### src/rtl/key_pkg.sv
// Shared definitions for key conditioning: FSM encodings and 50 MHz timing defaults.
package key_pkg;

  localparam int CNT_W  = 20;
  localparam int HOLD_W = 25;

  localparam logic [1:0] IDLE     = 2'd0;
  localparam logic [1:0] PRESS_DB = 2'd1;
  localparam logic [1:0] PRESSED  = 2'd2;
  localparam logic [1:0] REL_DB   = 2'd3;

  localparam logic [CNT_W-1:0]  CNT_MAX_DEF    = 20'd999_999;
  localparam logic [HOLD_W-1:0] LONG_MAX_DEF   = 25'd24_999_999;
  localparam logic [HOLD_W-1:0] REPEAT_MAX_DEF = 25'd4_999_999;

endpackage

### src/rtl/sync_2ff.sv
// Two-flop synchroniser for asynchronous board inputs; 2-cycle latency, reset value selectable.
module sync_2ff #(
  parameter int               WIDTH   = 1,
  parameter logic [WIDTH-1:0] RST_VAL = '1
) (
  input  logic             sys_clk,
  input  logic             sys_rst_n,
  input  logic [WIDTH-1:0] d,
  output logic [WIDTH-1:0] q
);

  logic [WIDTH-1:0] meta;

  always_ff @(posedge sys_clk or negedge sys_rst_n) begin
    if (!sys_rst_n) begin
      meta <= RST_VAL;
      q    <= RST_VAL;
    end else begin
      meta <= d;
      q    <= meta;
    end
  end

endmodule

### src/rtl/key_debounce.sv
// Debounces one active-low key into press/release pulses and a level; press/release confirmed
// CNT_MAX+4 cycles after the pin settles. Optional auto-repeat under KEY_REPEAT_EN.
module key_debounce
  import key_pkg::*;
#(
  parameter logic [CNT_W-1:0]  CNT_MAX    = CNT_MAX_DEF,
  parameter logic [HOLD_W-1:0] LONG_MAX   = LONG_MAX_DEF,
  parameter logic [HOLD_W-1:0] REPEAT_MAX = REPEAT_MAX_DEF
) (
  input  logic sys_clk,
  input  logic sys_rst_n,
  input  logic key_in,
  output logic key_flag,
  output logic key_release,
  output logic key_state,
  output logic key_repeat
);

  logic             key_s;
  logic [1:0]       state;
  logic [CNT_W-1:0] cnt;

  // Idle level of the pin is high, so the synchroniser resets to 1.
  sync_2ff #(
    .WIDTH   (1),
    .RST_VAL (1'b1)
  ) u_sync (
    .sys_clk   (sys_clk),
    .sys_rst_n (sys_rst_n),
    .d         (key_in),
    .q         (key_s)
  );

  always_ff @(posedge sys_clk or negedge sys_rst_n) begin
    if (!sys_rst_n) begin
      state       <= IDLE;
      cnt         <= '0;
      key_flag    <= 1'b0;
      key_release <= 1'b0;
      key_state   <= 1'b0;
    end else begin
      key_flag    <= 1'b0;
      key_release <= 1'b0;
      case (state)
        IDLE: begin
          if (!key_s) begin
            state <= PRESS_DB;
            cnt   <= '0;
          end
        end
        PRESS_DB: begin
          if (key_s) begin
            state <= IDLE;
            cnt   <= '0;
          end else if (cnt == CNT_MAX) begin
            state     <= PRESSED;
            cnt       <= '0;
            key_flag  <= 1'b1;
            key_state <= 1'b1;
          end else begin
            cnt <= cnt + 20'd1;
          end
        end
        PRESSED: begin
          if (key_s) begin
            state <= REL_DB;
            cnt   <= '0;
          end
        end
        REL_DB: begin
          if (!key_s) begin
            state <= PRESSED;
            cnt   <= '0;
          end else if (cnt == CNT_MAX) begin
            state       <= IDLE;
            cnt         <= '0;
            key_release <= 1'b1;
            key_state   <= 1'b0;
          end else begin
            cnt <= cnt + 20'd1;
          end
        end
        default: begin
          state <= IDLE;
          cnt   <= '0;
        end
      endcase
    end
  end

`ifdef KEY_REPEAT_EN
  logic [HOLD_W-1:0] hold_cnt;

  // After each repeat the counter rewinds so the next hit is REPEAT_MAX+1 cycles later.
  always_ff @(posedge sys_clk or negedge sys_rst_n) begin
    if (!sys_rst_n) begin
      hold_cnt   <= '0;
      key_repeat <= 1'b0;
    end else begin
      key_repeat <= 1'b0;
      if (state == PRESSED && !key_s) begin
        if (hold_cnt == LONG_MAX) begin
          key_repeat <= 1'b1;
          hold_cnt   <= LONG_MAX - REPEAT_MAX;
        end else begin
          hold_cnt <= hold_cnt + 25'd1;
        end
      end else begin
        hold_cnt <= '0;
      end
    end
  end
`else
  logic unused_repeat_cfg;
  assign unused_repeat_cfg = ^{LONG_MAX, REPEAT_MAX};
  assign key_repeat        = 1'b0;
`endif

endmodule

### config.mk
export PLATFORM = sky130hd
export DESIGN_NAME = key_debounce
export DESIGN_NICKNAME = d
export VERILOG_FILES = /design/src/rtl/key_pkg.sv /design/src/rtl/sync_2ff.sv /design/src/rtl/key_debounce.sv
export SDC_FILE = /design/constraint.sdc
export NUM_CORES = 1
export LEC_CHECK = 0
export CAP_MARGIN = 0
export CORE_ASPECT_RATIO = 1.1
export CORE_MARGIN = 5
export CORE_UTILIZATION = 35
export CTS_CLUSTER_SIZE = 10
export DETAILED_ROUTE_END_ITERATION = 6
export SKIP_LAST_GASP = 1
export SYNTH_ARGS = -nofsm -noshare
export SYNTH_HDL_FRONTEND = slang
export SYNTH_HIERARCHICAL = 1
export SYNTH_SLANG_ARGS = --single-unit
### constraint.sdc
create_clock -name sys_clk -period 4.45 [get_ports sys_clk]
set_input_delay 1.335 -clock sys_clk [delete_from_list [all_inputs] [get_ports sys_clk]]
set_output_delay 1.335 -clock sys_clk [all_outputs]
set_load 0.1 [all_outputs]
# After elaboration in Yosys (flattened, before gate mapping)
# Cells that the tools add are included.
[totals] ff_bits=27 out_inout_bits=4 elab_cells=48 inputBits=3
[classes] n_eq_ne=12 addsub=1 reduce_logical=5 muxes=23
[ops] op="two-way mux 20 bit" n=5
[ops] op="case mux 20 bit (4 select lines)" n=1
[ops] op="adder 20 x 1 -> 20 bit (second input constant)" n=1
[ops] op="equality test 20 bit (second input constant)" n=1
[ops] op="two-way mux 2 bit" n=6
[ops] op="two-way mux 1 bit" n=9
[ops] op="inequality test 2 bit (second input constant)" n=4
[ops] op="case mux 2 bit (4 select lines)" n=1
[ops] op="AND reduction 5 bit" n=1
[ops] op="equality test 2 bit (second input constant)" n=2
[ops] op="inequality test 2 x 1 -> 1 bit (second input constant)" n=2
[ops] op="AND reduction 4 bit" n=1
[ops] op="inequality test 3 x 2 -> 1 bit (second input constant)" n=1
[ops] op="inequality test 3 bit (second input constant)" n=1
[ops] op="equality test 2 x 1 -> 1 bit (second input constant)" n=1
[ops] op="logical NOT 2 bit" n=1
[ops] op="case mux 1 bit (2 select lines)" n=1
[ops] op="AND reduction 2 bit" n=1
[ops] op="nonzero test 2 bit" n=1

# Depth between registers and ports, before layout
# Gate-level depths: netlist (run 1).
[logic_depth] word_depth=4 depth_mapped=7 depth_no_buf=6

# Cells and area by module
# Netlist (run 1), hierarchy kept.
[modules_own_cells] module="key_debounce" seq_area_each_um2=625.6 cells_each=158 area_each_um2=1367.6 instances=1
[modules_own_cells] module="sync_2ff" seq_area_each_um2=52.6 cells_each=2 area_each_um2=52.6 instances=1

# Worst setup path before layout (run 1)
# OpenSTA, ideal clock, no wires.
[synth_path] kind="reg2out" startpoint="register key_state" endpoint="output key_state" n_path_buf=0 slack_ns=2.203 stages_incl_launch_ff=1 required_time_ns=3.115 arrival_time_ns=0.912 cell_sequence="dfrtp_1"
[synth_lines] item="start, declared" line_no="key_debounce.sv:15" text="output logic key_state,"
[synth_lines] item="start signal, assigned" line_no="key_debounce.sv:40" text="key_state <= 1'b0;"
[synth_lines] item="start signal, assigned" line_no="key_debounce.sv:59" text="key_state <= 1'b1;"
[synth_lines] item="start signal, assigned" line_no="key_debounce.sv:78" text="key_state <= 1'b0;"
# No word-level cell between the ends.

# Worst setup path after layout (run 1)
[layout_path] startpoint="register key_state" endpoint="output key_state"
# No word-level cell between the ends.

==> results.sh, run 1 <==
export IMPL_path_class="flop to primary output"
export IMPL_synth_area_top_cells="dfrtp_1 44%, nand2_1 5.8%, a21oi_1 4.9%"
export IMPL_cts_hold_buf=0
export IMPL_cts_setup_buffers=0
export IMPL_cts_clk_slew_worst_paths_ps=100
export IMPL_regToRegSetupSlack_ps=2290
export IMPL_clkSinkCount=27
export IMPL_crit_path_start="key_state$_DFFE_PN0P_"
export IMPL_max_slew_worst_pin_slew_ps=970
export IMPL_crit_chain="clkdlybuf4s50_1"
export IMPL_synth_top_family_by_area="simple AND/OR/NAND/NOR gates"
export IMPL_dr_pass1_iters=4
export IMPL_grt_antenna_before_repair=0
export IMPL_ys_types=36
export IMPL_globalplace_congestion=0.804
export IMPL_met2_usage=0.216
export IMPL_syn_inst=160
export IMPL_grt_usage=0.123
export IMPL_setup_viol=0
export IMPL_layout_min_cycle_time_ps=3140
export IMPL_insertion_delay_ps=280
export IMPL_total_power_uw=648
export IMPL_worstSetupStartpointType="flop"
export IMPL_route_detailed_drc=0
export IMPL_fmax_mhz=318
export IMPL_synthToLayoutAreaGrowth_pct=9.08
export IMPL_yosysMostFrequentCell="dfrtp_1"
export IMPL_synth_xor_area_frac=0.0185
export IMPL_cp_num_buf_inv=1
export IMPL_cts_resized=0
export IMPL_grt_pass1_wl_mm=5.51
export IMPL_drive_gt1_frac=0.0854
export IMPL_synth_seq_cells=27
export IMPL_hold_depth=0
export IMPL_grt_pass1_vias=1209
export IMPL_ys_seq_area_frac=0.478
export IMPL_viasPerCell=5.45
export IMPL_slew_viol_final=0
export IMPL_status="finished clean"
export IMPL_finalHoldViolations=0
export IMPL_endpoint_kind="primary output"
export IMPL_met1_usage=0.145
export IMPL_cp_depth=1
export IMPL_crit_arrival_ps=1810
export IMPL_clk_path_buf_depth=2
export IMPL_routedWlPerCell_um=14.4
export IMPL_syn_cell_area_sq_um=1420
export IMPL_syn_area_per_cell_sq_um=8.88
export IMPL_vias=1178
export IMPL_synth_edf_count=0
export IMPL_slowest_stage="clkdlybuf4s50_1"
export IMPL_skew_ps=10.1
export IMPL_io_buffers=5
export IMPL_rsz0062_at_grt="no"
export IMPL_detail_route_iter0_violations=75
export IMPL_ys_warn_count=6
export IMPL_final_nets=169
export IMPL_cts_htree_levels=1
export IMPL_drv_cap=0
export IMPL_cts_made_buffers=3
export IMPL_path_delay_family="buffers and inverters"
export IMPL_slew_headroom=0.351
export IMPL_synth_compound_area_frac=0.149
export IMPL_core_sq_um=3930
export IMPL_grt_overflow=0
export IMPL_wl_mm=3.10
export IMPL_reg2regPathDepth=6
export IMPL_synth_fp_nets=164
export IMPL_dieHeight_um=76.8
export IMPL_r2r_start="cnt[0]$_DFFE_PN0P_"
export IMPL_synthArstFlopShare=1.00
export IMPL_cts_tree="done"
export IMPL_setup_tns_ps=0
export IMPL_yosys_area_share_simple=0.263
export IMPL_cp_required_ps=3120
export IMPL_critPathMaxStageDelay_ps=1140
export IMPL_vdd_drop_max_mv=0.206
export IMPL_cts_root_buffer="clkbuf_8"
export IMPL_ant_nets=0
export IMPL_grt_max_degree=27
export IMPL_netlist_top_cell_by_area="dfrtp_1"
export IMPL_path_max_fanout=3
export IMPL_initial_utilization=0.361
export IMPL_p_leak_nw=0.602
export IMPL_synth_commonest_cells="25 x dfrtp_1, 22 x nand2_1, 14 x a21oi_1, 11 x nand3_1, 11 x o21ai_0"
export IMPL_dpl_hpwl_mm=2.17
export IMPL_synth_top_area_frac=0.441
export IMPL_synth_area_mux_share=0.0282
export IMPL_grt_busiest_layer="met2"
export IMPL_hold_class="flop to flop"
export IMPL_reg2reg_to="cnt[9]$_DFFE_PN0P_"
export IMPL_use_met3=0.0183
export IMPL_dieWidth_um=70.7
export IMPL_die_area_sq_um=5430
export IMPL_synthAdderAreaFrac=0.00881
export IMPL_power_density_nw_per_um2=418
export IMPL_crit_end="key_state"
export IMPL_row_count=24
export IMPL_period_share=0.706
export IMPL_antenna_cells=0
export IMPL_io_pins=7
export IMPL_ys_flop_type="dfrtp_1"
-- area by class of cell --
| type | count | area [sq um] |
|---|---|---|
| clock buffer | 3 | 41.3 |
| clock inverter | 1 | 7.51 |
| fill | 392 | 2380 |
| inverter | 8 | 30.0 |
| multi-input combinational | 118 | 667 |
| sequential | 27 | 678 |
| tap | 52 | 65.1 |
| timing repair buffer | 7 | 60.1 |
-- metrics by stage --
| stage | instances | hold slack, ps | utilization | instance area [sq um] | setup WS, ps |
|---|---|---|---|---|---|
| finish | 216 | 363 | 0.394 | 1550 | 1310 |
| global route | 216 | 373 | 0.394 | 1550 | 1270 |
| CTS | 216 | 367 | 0.395 | 1550 | 1300 |
| detailed placement | 212 | 351 | 0.383 | 1510 | 1620 |
| global placement | 212 | 349 | 0.383 | 1510 | 1640 |
| floorplan | 160 | 345 | - | 1420 | 2200 |
-- where the power goes --
group | leakage, nW | total [mW] | internal, mW | switching, mW
clock network | 0.0217 | 0.145 | 0.0637 | 0.0818
registers | 0.365 | 0.292 | 0.266 | 0.0262
logic | 0.216 | 0.211 | 0.0678 | 0.143
total | 0.602 | 0.648 | 0.397 | 0.251
-- worst min path at each step --
stage	startpoint	to	slack [ps]
after floorplan	u_sync/meta$_DFF_PN1_	u_sync/q$_DFF_PN1_	350
after global placement	u_sync/meta$_DFF_PN1_	u_sync/q$_DFF_PN1_	350
after detailed placement	u_sync/meta$_DFF_PN1_	u_sync/q$_DFF_PN1_	350
after CTS	u_sync/meta$_DFF_PN1_	u_sync/q$_DFF_PN1_	370
after global routing	u_sync/meta$_DFF_PN1_	u_sync/q$_DFF_PN1_	370
final	u_sync/meta$_DFF_PN1_	u_sync/q$_DFF_PN1_	360
-- registers in the layout, summed over array words and instances (netlist names), named ones only --
register     flops
cnt             20
key_release      1
u_sync/q         1
key_flag         1
key_state        1
state            1
u_sync/meta      1
-- kinds of logic after synthesis --
family / Yosys count
and+or+nand+nor: 72
adders and majority gates: 1
buffers and inverters: 15
DFF: 27
muxes: 4
other: 1
AOI/OAI and AO/OA: 37
xor gates and xnor gates: 3
-- routing by layer --
metal	wire (um)	up-vias	share of wire
li1	-	575	-
met3	43	7	0.014
met1	1400	589	0.45
met5	0	-	0
met2	1590	7	0.51
met4	63	0	0.020
-- cells in the final DEF (no fill, tap or decap), drive strengths merged --
master,netlist,layout
mux2i,4,4
a22o,1,1
clkinvlp,0,1
nand3,11,11
a21o,4,4
buf,4,3
or4,1,1
xnor2,1,1
xor2,2,2
clkbuf,3,3
a31oi,1,1
dfstp,2,2
o311ai,1,1
or2,2,2
a21oi,15,15
and2,2,2
a211oi,1,1
nor4b,2,2
nor2,9,9
nand4,6,6
ha,1,1
and4,2,2
o21ai,13,13
or3,6,6
o22ai,1,1
inv,8,8
nor3,5,5
clkdlybuf4s50,0,4
nor4,3,3
nand2b,1,1
dfrtp,25,25
nand2,22,22
conb,1,1
(Power assumes the default switching activity.)
==> run 2, diff against run 1 <==
==> constraint.sdc (replaced) <==
create_clock -name sys_clk -period 2.8 [get_ports sys_clk]
set_input_delay 0.84 -clock sys_clk [delete_from_list [all_inputs] [get_ports sys_clk]]
set_output_delay 0.84 -clock sys_clk [all_outputs]
set_load 0.1 [all_outputs]
==> results.sh, run 2 (synthesis results as in run 1) <==
export IMPL_status="finished clean"
export IMPL_slew_viol_final=0
export IMPL_path_delay_family="simple AND/OR/NAND/NOR gates"
export IMPL_path_class="flop to flop"
export IMPL_r2r_start="u_sync/q$_DFF_PN1_"
export IMPL_cts_setup_buffers=0
export IMPL_clk_path_buf_depth=2
export IMPL_initial_utilization=0.361
export IMPL_cts_root_buffer="clkbuf_8"
export IMPL_vias=1173
export IMPL_vdd_drop_max_mv=0.215
export IMPL_ant_nets=0
export IMPL_antenna_cells=0
export IMPL_cp_required_ps=3000
export IMPL_path_max_fanout=14
export IMPL_period_share=0.735
export IMPL_dieHeight_um=76.8
export IMPL_grt_busiest_layer="met2"
export IMPL_drv_cap=0
export IMPL_skew_ps=6.23
export IMPL_largest_register="cnt"
export IMPL_grt_max_degree=28
export IMPL_cts_hold_buf=0
export IMPL_reg2regPathDepth=5
export IMPL_dieWidth_um=70.7
export IMPL_insertion_delay_ps=270
export IMPL_use_met3=0.0144
export IMPL_pre_cts_slack_ps=788
export IMPL_layout_commonest_cell="dfrtp_1"
export IMPL_worstSetupStartpointType="flop"
export IMPL_cts_clk_slew_worst_paths_ps=90
export IMPL_power_density_nw_per_um2=656
export IMPL_synthToLayoutAreaGrowth_pct=9.25
export IMPL_drive_gt1_frac=0.103
export IMPL_io_buffers=5
export IMPL_critPathMaxStageDelay_ps=580
export IMPL_layout_min_cycle_time_ps=2060
export IMPL_met2_usage=0.199
export IMPL_clkSinkCount=27
export IMPL_row_count=24
export IMPL_cts_tree="done"
export IMPL_route_detailed_drc=0
export IMPL_cts_htree_levels=1
export IMPL_largest_register_ffs=20
export IMPL_setup_tns_ps=0
export IMPL_grt_antenna_before_repair=0
export IMPL_most_common_layout_cells="25 x dfrtp_1, 22 x nand2_1, 14 x a21oi_1"
export IMPL_die_area_sq_um=5430
export IMPL_cts_made_buffers=3
export IMPL_globalplace_congestion=0.843
export IMPL_grt_usage=0.116
export IMPL_cp_num_buf_inv=0
export IMPL_finalHoldViolations=0
export IMPL_grt_pass1_wl_mm=5.20
export IMPL_core_sq_um=3930
export IMPL_regToRegSetupSlack_ps=740
export IMPL_met1_usage=0.140
export IMPL_viasPerCell=5.41
export IMPL_p_leak_nw=0.617
export IMPL_reg2reg_to="cnt[17]$_DFFE_PN0P_"
export IMPL_holdCritStartpoint="u_sync/meta$_DFF_PN1_"
export IMPL_detail_route_iter0_violations=89
export IMPL_fmax_mhz=486
export IMPL_routedWlPerCell_um=13.2
export IMPL_wl_mm=2.86
export IMPL_dr_pass1_iters=4
export IMPL_setup_slack_ps=742
export IMPL_crit_chain="xnor2_1, nand2_1, a21o_1, or4_1, o21ai_1"
export IMPL_grt_overflow=0
export IMPL_dpl_hpwl_mm=2.05
export IMPL_hold_class="flop to flop"
export IMPL_crit_arrival_ps=2260
export IMPL_cts_resized=0
export IMPL_total_power_mw=1.02
export IMPL_final_nets=170
export IMPL_rsz0062_at_grt="no"
export IMPL_io_pins=7
export IMPL_endpoint_kind="flop"
export IMPL_holdPathEnd="u_sync/q$_DFF_PN1_"
export IMPL_setup_viol=0
export IMPL_whs_ps=361
export IMPL_slowest_stage="dfstp_2"
export IMPL_hold_depth=0
export IMPL_grt_pass1_vias=1174
## run 2: cell type report
type / instances / area (sq um)
fillers: 408 / 2380
clock inverters: 1 / 5.00
flip-flops and latches: 27 / 678
clock buffers: 3 / 41.3
inverters: 8 / 30.0
repair buffers: 8 / 65.1
multi-input cells: 118 / 667
well taps: 52 / 65.1
## run 2: worst register-to-register path, stage by stage, from the launching register on
cell	delay [ps]
dfstp_2	580
xnor2_1	190
nand2_1	210
a21o_1	360
or4_1	560
o21ai_1	80
## run 2: worst max path at each step
stage | from | to | slack [ps] | cells after the start
5_1_grt | cnt[0]$_DFFE_PN0P_ | cnt[9]$_DFFE_PN0P_ | 580 | 6
3_3_place_gp | u_sync/q$_DFF_PN1_ | cnt[17]$_DFFE_PN0P_ | 810 | 5
3_5_place_dp | u_sync/q$_DFF_PN1_ | cnt[17]$_DFFE_PN0P_ | 790 | 5
4_1_cts | u_sync/q$_DFF_PN1_ | cnt[17]$_DFFE_PN0P_ | 750 | 5
2_1_floorplan | key_state$_DFFE_PN0P_ | key_state | 1050 | 0
6_report | u_sync/q$_DFF_PN1_ | cnt[17]$_DFFE_PN0P_ | 740 | 5
## run 2: stage by stage
| stage | area [sq um] | utilization | cells |
|---|---|---|---|
| final | 1550 | 0.394 | 217 |
| after global routing | 1550 | 0.394 | 217 |
| after CTS | 1550 | 0.394 | 217 |
| after detailed placement | 1510 | 0.383 | 213 |
| after global placement | 1510 | 0.383 | 213 |
| after floorplan | 1420 | - | 160 |
## run 2: power by group
part | switching, mW | internal (mW) | total [mW]
clock network | 0.119 | 0.0997 | 0.219
registers | 0.0412 | 0.422 | 0.463
logic | 0.219 | 0.116 | 0.336
## run 2: per-layer routing
layer  vias to the layer above  routed length, um  share of wire
met3                         4                 86          0.030
met5                         -                  0              0
li1                        578                  -              -
met2                        20               1410           0.49
met1                       571               1290           0.45
met4                         0                 66          0.023
==> run 3, diff against run 2 <==
==> constraint.sdc (replaced) <==
create_clock -name sys_clk -period 1.7 [get_ports sys_clk]
set_input_delay 0.51 -clock sys_clk [delete_from_list [all_inputs] [get_ports sys_clk]]
set_output_delay 0.51 -clock sys_clk [all_outputs]
set_load 0.1 [all_outputs]
==> results.sh, run 3 (synthesis results as in run 1) <==
export IMPL_status="complete, but fails checks"
export IMPL_violations="setup timing"
export IMPL_setup_tns_ps=-42.8
export IMPL_grt_pass1_vias=1306
export IMPL_grt_pass1_wl_mm=5.76
export IMPL_finalHoldViolations=0
export IMPL_grt_overflow=0
export IMPL_r2r_start="cnt[0]$_DFFE_PN0P_"
export IMPL_dieHeight_um=76.8
export IMPL_slew_viol_final=0
export IMPL_setup_slack_ps=-22.9
export IMPL_antenna_cells=0
export IMPL_dieWidth_um=70.7
export IMPL_p_leak_nw=0.793
export IMPL_detail_route_iter0_violations=75
export IMPL_hold_class="flop to flop"
export IMPL_vdd_drop_max_mv=0.432
export IMPL_ant_nets=0
export IMPL_most_common_layout_cells="27 x buf_4, 23 x dfrtp_1, 21 x nand2_1"
export IMPL_viasPerCell=5.18
export IMPL_grt_antenna_before_repair=0
export IMPL_crit_path_start="cnt[0]$_DFFE_PN0P_"
export IMPL_reg2regPathDepth=7
export IMPL_path_class="flop to flop"
export IMPL_fill_cells=368
export IMPL_skew_ps=3.80
export IMPL_core_sq_um=3930
export IMPL_final_nets=200
export IMPL_drive_gt1_frac=0.303
export IMPL_multi_input_area_sq_um=726
export IMPL_routedWlPerCell_um=13.6
export IMPL_dpl_hpwl_mm=2.55
export IMPL_endpoint_kind="flop"
export IMPL_layout_min_cycle_time_ps=1720
export IMPL_largest_register_ffs=20
export IMPL_critPathMaxStageDelay_ps=400
export IMPL_clkSinkCount=27
export IMPL_io_buffers=5
export IMPL_grt_max_degree=28
export IMPL_cp_depth=7
export IMPL_synthToLayoutAreaGrowth_pct=35.7
export IMPL_postPlaceCellArea_sq_um=1800
export IMPL_crit_arrival_ps=1940
export IMPL_cts_hold_buf=0
export IMPL_power_density_nw_per_um2=1070
export IMPL_layout_commonest_cell="buf_4"
export IMPL_cp_required_ps=1920
export IMPL_grt_usage=0.130
export IMPL_drv_cap=0
export IMPL_regToRegSetupSlack_ps=-20
export IMPL_fin_area_sq_um=1930
export IMPL_reg2reg_to="cnt[15]$_DFFE_PN0P_"
export IMPL_cp_num_buf_inv=1
export IMPL_cts_tree="done"
export IMPL_vias=1280
export IMPL_route_detailed_drc=0
export IMPL_die_area_sq_um=5430
export IMPL_period_share=1.01
export IMPL_largest_register="cnt"
export IMPL_row_count=24
export IMPL_globalplace_congestion=0.910
export IMPL_path_max_fanout=7
export IMPL_initial_utilization=0.361
export IMPL_slowest_stage="dfrtp_1"
export IMPL_io_pins=7
export IMPL_rsz0062_at_grt="yes"
export IMPL_crit_chain="ha_2, nand4_1, nor2_4, a21o_4, buf_6, or3_1, o21ai_1"
export IMPL_clk_path_buf_depth=2
export IMPL_dr_pass1_iters=5
export IMPL_setup_viol=2
export IMPL_worstSetupStartpointType="flop"
export IMPL_wl_mm=3.35
export IMPL_cts_clk_slew_worst_paths_ps=100
export IMPL_cts_made_buffers=3
export IMPL_fmax_mhz=580
export IMPL_register_area_sq_um=681
export IMPL_cts_htree_levels=1
export IMPL_cts_root_buffer="clkbuf_8"
export IMPL_crit_end="cnt[15]$_DFFE_PN0P_"
export IMPL_final_core_util=0.490
export IMPL_insertion_delay_ps=280
export IMPL_path_delay_family="simple AND/OR/NAND/NOR gates"
-- run 3: cell type report --
type,count,share of cell area
clock buffers,3,0.0214
clock inverters,1,0.00390
inverters,8,0.0156
multi-input cells,118,0.377
flip-flops and latches,27,0.353
well taps,52,0.0338
repair buffers,38,0.195
-- run 3: power breakdown --
group          internal, mW  leakage (nW)  switching, mW
clock                 0.167        0.0217          0.218
sequential            0.695         0.361         0.0425
combinational         0.471         0.410          0.470
total                  1.33         0.793          0.731
-- run 3: routing by layer --
metal,wire [um],up-vias,part of all wire,track usage
met4,149,0,0.044,0.0771
met1,1470,602,0.44,0.161
met2,1620,28,0.48,0.216
li1,-,637,-,-
met5,0,-,0,0
met3,103,13,0.031,0.0118
-- run 3: through the flow --
stage	power (mW)	hold WS [ps]	setup slack (ps)	std cells
2_1_floorplan	1.21	214	13.0	160
3_3_place_gp	1.58	346	-2.41	241
3_5_place_dp	1.59	350	-42.5	241
4_1_cts	1.99	364	-35.6	246
5_1_grt	2.21	371	-115	247
6_report	2.06	362	-22.9	247
-- run 3: how the worst min path moves through the flow --
stage,start,end,depth (start not counted)
finish,u_sync/meta$_DFF_PN1_,u_sync/q$_DFF_PN1_,0
global route,u_sync/meta$_DFF_PN1_,u_sync/q$_DFF_PN1_,0
CTS,u_sync/meta$_DFF_PN1_,u_sync/q$_DFF_PN1_,0
detailed placement,u_sync/meta$_DFF_PN1_,u_sync/q$_DFF_PN1_,0
global placement,u_sync/meta$_DFF_PN1_,u_sync/q$_DFF_PN1_,0
floorplan,sys_rst_n,asynchronous set/reset pin,0
-- run 3: what timing repair did --
action / CTS / global route
gates resized for setup: 2 / 18
buffers inserted: 1 / 1
pin swaps: 0 / 6
endpoints found under the setup margin: 7 / 12
